File: src/rtl/uart_tx_arbiter_if.sv
// Handshake and uart_tx-facing bus of the arbiter: requester side plus the tx port.
// master = arbiter side, slave = requesters / uart_tx side.
interface uart_tx_arbiter_if #(
    parameter int N_REQ  = 4,
    parameter int DATA_W = 8
);
    localparam int GID_W = $clog2(N_REQ);

    logic [N_REQ-1:0]        req_valid;
    logic [N_REQ*DATA_W-1:0] req_data;
    logic [N_REQ-1:0]        req_ready;
    logic                    tx_start;
    logic [DATA_W-1:0]       tx_data;
    logic                    tx_busy;
    logic [GID_W-1:0]        grant_id;
    logic                    active;
    logic                    timeout;

    modport master (
        input  req_valid, req_data, tx_busy,
        output req_ready, tx_start, tx_data, grant_id, active, timeout
    );

    modport slave (
        output req_valid, req_data, tx_busy,
        input  req_ready, tx_start, tx_data, grant_id, active, timeout
    );
endinterface

File: src/rtl/uart_tx_arbiter.sv
// Round-robin share of one uart_tx among N_REQ byte producers; one byte per grant, frame tracked via tx_busy.
// Optional busy-rise watchdog enabled by defining TXARB_TIMEOUT_EN.
module uart_tx_arbiter #(
    parameter int N_REQ      = 4,
    parameter int DATA_W     = 8,
    parameter int START_HOLD = 2,
    parameter int BUSY_WAIT  = 16
) (
    input  logic               clk,
    input  logic               reset,
    uart_tx_arbiter_if.master  bus
);
    localparam int GID_W  = $clog2(N_REQ);
    localparam int HOLD_W = $clog2(START_HOLD + 1);

    if (N_REQ < 2 || N_REQ > 8 || START_HOLD < 1 || BUSY_WAIT < 1) begin : g_bad_param
        $error("uart_tx_arbiter: parameter out of range");
    end

    typedef enum logic [1:0] {
        IDLE      = 2'd0,
        START     = 2'd1,
        WAIT_BUSY = 2'd2,
        WAIT_DONE = 2'd3
    } state_t;

    state_t             state;
    state_t             next_state;
    logic [GID_W-1:0]   rr_ptr;
    logic [GID_W-1:0]   next_ptr;
    logic [GID_W-1:0]   pick_idx;
    logic               pick_vld;
    logic               accept;
    logic               frame_end;
    logic               timeout_hit;
    logic [HOLD_W-1:0]  hold_cnt;
    logic               hold_done;

    // Priority scan starting at rr_ptr; iterating downward lets the nearest valid index win.
    always_comb begin
        pick_vld = 1'b0;
        pick_idx = '0;
        for (int k = N_REQ - 1; k >= 0; k--) begin
            if (bus.req_valid[(int'(rr_ptr) + k) % N_REQ]) begin
                pick_vld = 1'b1;
                pick_idx = GID_W'((int'(rr_ptr) + k) % N_REQ);
            end
        end
    end

    assign accept    = (state == IDLE) && !bus.tx_busy && pick_vld && !reset;
    assign hold_done = (hold_cnt == HOLD_W'(START_HOLD - 1));
    assign next_ptr  = (int'(bus.grant_id) == N_REQ - 1) ? '0 : bus.grant_id + GID_W'(1);
    assign frame_end = ((state == WAIT_DONE) && !bus.tx_busy) || timeout_hit;

`ifdef TXARB_TIMEOUT_EN
    localparam int WAIT_W = $clog2(BUSY_WAIT + 1);
    logic [WAIT_W-1:0] wait_cnt;

    // Busy has priority over the watchdog when both land on the same cycle.
    assign timeout_hit = (state == WAIT_BUSY) && !bus.tx_busy &&
                         (wait_cnt == WAIT_W'(BUSY_WAIT - 1));

    always_ff @(posedge clk or posedge reset) begin
        if (reset) begin
            wait_cnt    <= '0;
            bus.timeout <= 1'b0;
        end else begin
            wait_cnt    <= (state == WAIT_BUSY) ? wait_cnt + WAIT_W'(1) : '0;
            bus.timeout <= timeout_hit;
        end
    end
`else
    assign timeout_hit = 1'b0;
    assign bus.timeout = 1'b0;
`endif

    always_ff @(posedge clk or posedge reset) begin
        if (reset) begin
            state <= IDLE;
        end else begin
            state <= next_state;
        end
    end

    always_comb begin
        next_state = state;
        case (state)
            IDLE:      if (accept) next_state = START;
            START:     if (hold_done) next_state = WAIT_BUSY;
            WAIT_BUSY: begin
                if (bus.tx_busy) begin
                    next_state = WAIT_DONE;
                end else if (timeout_hit) begin
                    next_state = IDLE;
                end
            end
            WAIT_DONE: if (!bus.tx_busy) next_state = IDLE;
            default:   next_state = IDLE;
        endcase
    end

    always_comb begin
        bus.active    = (state != IDLE);
        bus.req_ready = accept ? (N_REQ'(1) << pick_idx) : '0;
    end

    // tx_start is a flop that mirrors the upcoming START state, so it rises the cycle after accept.
    always_ff @(posedge clk or posedge reset) begin
        if (reset) begin
            rr_ptr       <= '0;
            hold_cnt     <= '0;
            bus.tx_start <= 1'b0;
            bus.tx_data  <= '0;
            bus.grant_id <= '0;
        end else begin
            bus.tx_start <= (next_state == START);
            hold_cnt     <= (state == START) ? hold_cnt + HOLD_W'(1) : '0;
            if (accept) begin
                bus.tx_data  <= bus.req_data[int'(pick_idx) * DATA_W +: DATA_W];
                bus.grant_id <= pick_idx;
            end
            if (frame_end) begin
                rr_ptr <= next_ptr;
            end
        end
    end
endmodule

File: src/flat_wrapper.sv
// flat-port wrapper written by rule: the top's interface ports become plain ports
module uart_tx_arbiter_flat 
#(
    parameter int N_REQ      = 4,
    parameter int DATA_W     = 8,
    parameter int START_HOLD = 2,
    parameter int BUSY_WAIT  = 16
)
  (clk, reset, bus_req_valid, bus_req_data, bus_tx_busy, bus_req_ready, bus_tx_start, bus_tx_data, bus_grant_id, bus_active, bus_timeout);
  uart_tx_arbiter_if #(.N_REQ(N_REQ), .DATA_W(DATA_W)) bus_i ();
  input  logic clk;
  input  logic reset;
  input wire logic [$bits(bus_i.req_valid)-1:0] bus_req_valid;
  input wire logic [$bits(bus_i.req_data)-1:0] bus_req_data;
  input wire logic [$bits(bus_i.tx_busy)-1:0] bus_tx_busy;
  output wire logic [$bits(bus_i.req_ready)-1:0] bus_req_ready;
  output wire logic [$bits(bus_i.tx_start)-1:0] bus_tx_start;
  output wire logic [$bits(bus_i.tx_data)-1:0] bus_tx_data;
  output wire logic [$bits(bus_i.grant_id)-1:0] bus_grant_id;
  output wire logic [$bits(bus_i.active)-1:0] bus_active;
  output wire logic [$bits(bus_i.timeout)-1:0] bus_timeout;
  assign bus_i.req_valid = bus_req_valid;
  assign bus_i.req_data = bus_req_data;
  assign bus_i.tx_busy = bus_tx_busy;
  assign bus_req_ready = bus_i.req_ready;
  assign bus_tx_start = bus_i.tx_start;
  assign bus_tx_data = bus_i.tx_data;
  assign bus_grant_id = bus_i.grant_id;
  assign bus_active = bus_i.active;
  assign bus_timeout = bus_i.timeout;
  uart_tx_arbiter #(.N_REQ(N_REQ), .DATA_W(DATA_W), .START_HOLD(START_HOLD), .BUSY_WAIT(BUSY_WAIT)) u_core (.clk(clk), .reset(reset), .bus(bus_i));
endmodule
File: config.mk
export PLATFORM = sky130hd
export DESIGN_NAME = uart_tx_arbiter_flat
export DESIGN_NICKNAME = d
export VERILOG_FILES = /design/src/rtl/uart_tx_arbiter_if.sv /design/src/rtl/uart_tx_arbiter.sv /design/src/flat_wrapper.sv
export SDC_FILE = /design/constraint.sdc
export NUM_CORES = 1
export LEC_CHECK = 0
export BUFFER_PORTS_ARGS = -buffer_cell sky130_fd_sc_hd__buf_2
export CAP_MARGIN = 20
export CORE_ASPECT_RATIO = 1.1
export CORE_UTILIZATION = 47
export CTS_CLUSTER_DIAMETER = 120
export DETAILED_ROUTE_END_ITERATION = 16
export GPL_TIMING_DRIVEN = 1
export HOLD_SLACK_MARGIN = 0.06
export PLACE_DENSITY = 0.84
export REMOVE_ABC_BUFFERS = 1
export SLEW_MARGIN = 30
export SYNTH_ARGS = -nofsm -noshare
export SYNTH_HDL_FRONTEND = slang
export SYNTH_SLANG_ARGS = --single-unit
File: constraint.sdc
create_clock -name clk -period 3.5 [get_ports clk]
set_clock_uncertainty 0.05 [all_clocks]
set_input_delay 0.525 -clock clk [delete_from_list [all_inputs] [get_ports clk]]
set_output_delay 0.525 -clock clk [all_outputs]
set_load 0.005 [all_outputs]
==> results.toml <==
[outcome]
outcome = "finished, final reports clean"

[sta]
period_share_pct = 73.8
clock.fmax_mhz = 387
period_minus_slack_ns = 2.58
hold_violations = 0
tightest_slew_ns = 0.630
max-slew-margin-rel_pct = 58.0
final-setup-viol-count = 0
rsz0062_at_grt = "false"
layout_setup_ws_ns = 0.918
maxSlewViolCount = 0
setup_tns_ns = 0

[power_and_ir_drop]
peakVddDrop_uv = 370
netSwitchingPower_uw = 338
p_leak_nw = 0.712
p_int_uw = 540
pwr-share-seq_pct = 40.1
power_switching_share_pct = 38.5
power.density_nw_per_um2 = 653
pwr-share-comb_pct = 48.1
clock_power_share_pct = 11.8

[placed_design]
io_buffer_count = 54
dpl.cell_count = 177
preCtsSetupSlack_ns = 1.16
hpwl_um = 1790
gp_congestion = 0.717

[floorplan]
die_h_um = 51.6
initial_utilization_pct = 51.0
dieWidth_um = 47.1
dieArea_um2 = 2430
ioPinCount = 56
std_cell_rows = 17
core_region_area_um2 = 2060

[synthesis]
synth_top_cell_area_share_pct = 40.4
syn_area_per_cell_um2 = 10.4
synth.largest_area_cell = "dfrtp_1"
syn_inst = 101
synth_seq_area_share_pct = 40.4
syn_area_um2 = 1050
synth_cell_type_count = 29
synth.area.top_cells = "dfrtp_1, mux2i_1, o221ai_2"
yosys_warnings = 0
synth-seq-cells = 17

[setup_path]
rr_startpoint = "u_core.state[1]"
critPathLaunch = "u_core.state[1]"
reg2reg_to = "u_core.bus.tx_data[4]"
reg2reg_slack_ns = 1.31
cp-endpoint = "bus_req_ready[0]"
reg2regPathDepth = 4
crit_type = "reg2out"
cp.required_ns = 2.92
cp.arrival_ns = 2.01
end_kind = "output pin"
startpoint_type = "flip-flop"
crit_fanout = 19

[detailed_routing]
ant_nets = 0
drt_iter0_markers = 1
dr.pass1.iters = 2
via_per_inst = 5.18
drc = 0
via_count = 937
drt_wl_total_um = 2230
wire_per_inst_um = 12.3

[clock_tree]
cts-resized-gates = 0
cts_buffer_depth = 2
clkSinkCount = 17
cts_tree = "built"
cts_buffers = 3
clk_pin_slew_ns = 0.10
ctsHtreeMaxLevel = 1
root_buffer = "clkbuf_4"
cts_hold_repair.buffers = 0
clock_latency_ns = 0.29
post_cts_buffers = 0

[flow_run]
max-cap-violations = 0

[layout]
fin_cells = 181
final_cell_mix = "buf_2, dfrtp_1, mux2i_1"
n_antenna_cell = 0
syn2layout_area_growth_pct = 27.6
seq_area_um2 = 425
layout-drive-gt1-share_pct = 45.8
final_util_pct = 65.1
nets = 195
multi_input_area_um2 = 551
nFillCells = 189
mostFrequentLayoutCell = "buf_2"

[global_route]
overflow = 0
grt_max_degree = 20
grt_pass1_wl_um = 3660
grt_pass1_vias = 897
track_usage_pct = 21.2
antenna_found_initial = 0

[min_path]
min_path_type = "in2async"
worst min-delay path by stage:
stage                    endpoint  cells after the start          startpoint
2_1_floorplan  u_core.hold_cnt[0]                      1  u_core.hold_cnt[0]
3_3_place_gp   u_core.hold_cnt[0]                      1  u_core.hold_cnt[0]
3_5_place_dp   u_core.hold_cnt[0]                      1  u_core.hold_cnt[0]
4_1_cts          u_core.rr_ptr[0]                      2               reset
5_1_grt          u_core.rr_ptr[0]                      2               reset
6_report         u_core.rr_ptr[0]                      2               reset
sequential cells by signal, indices dropped and copies added, names as in the netlist:
register             flops
u_core.bus.grant_id      2
u_core.bus.tx_data       8
u_core.bus.tx_start      1
u_core.hold_cnt          2
u_core.rr_ptr            2
u_core.state             2
power groups by stage:
stage | logic, mW | clock network, mW | registers (mW)
3_5_place_dp | 0.431 | 0 | 0.353
5_1_grt | 0.478 | 0.119 | 0.364
4_1_cts | 0.430 | 0.107 | 0.352
2_1_floorplan | 0.288 | 0 | 0.349
6_report | 0.422 | 0.103 | 0.352
3_3_place_gp | 0.408 | 0 | 0.350
cell families after synthesis:
kind of cell               after synthesis  share of synthesized area [%]
AOI/OAI and AO/OA                       19                           18.2
adders and majority gates                2                           2.38
buffers and inverters                   14                           7.61
DFF                                     17                           40.4
muxes                                   17                           16.3
other                                    1                          0.356
and+or+nand+nor                         31                           14.7
layout make-up:
type                    count  area share, %
clock buffers               3           1.68
clock inverters             1          0.373
inverters                   7           1.96
multi-input cells          70           41.0
flip-flops and latches     17           31.7
well taps                  28           2.61
repair buffers             55           20.7
metrics by stage:
step / power [mW] / hold WS (ns) / area, um2
final: 0.877 / 0.262 / 1340
after CTS: 0.888 / 0.279 / 1340
after floorplan: 0.636 / 0.359 / 998
after global placement: 0.758 / 0.370 / 1320
after detailed placement: 0.784 / 0.382 / 1320
after global routing: 0.961 / 0.296 / 1340
cell usage after synthesis (all sizes together):
cell type and n:
nor3b 2, o22ai 1, nor2 5, inv 7, nand3b 1, nor3 2, a211o 1, buf 6
mux2i 16, conb 1, or4 1, nand2b 3, o31ai 1, o21ai 1, clkbuf 1, a21o 1
nor2b 1, or2 2, ha 2, a21oi 4, nor4 1, o221ai 9, mux2 1, o211ai 1
nand2 13, dfrtp 17
critical path, stage by stage, from the launching register on:
cell	delay, ns
dfrtp_1	0.44
or2_1	0.26
or4_4	0.62
nor3b_1	0.25
buf_2	0.16
per-layer routing:
metal	vias to the layer above	GRT usage [%]	wire length (um)
met5	-	0	0
met4	0	5.71	4
met3	2	4.17	116
li1	464	-	-
met1	435	23.9	960
met2	36	39.1	1150
(Power assumes the default switching activity.)
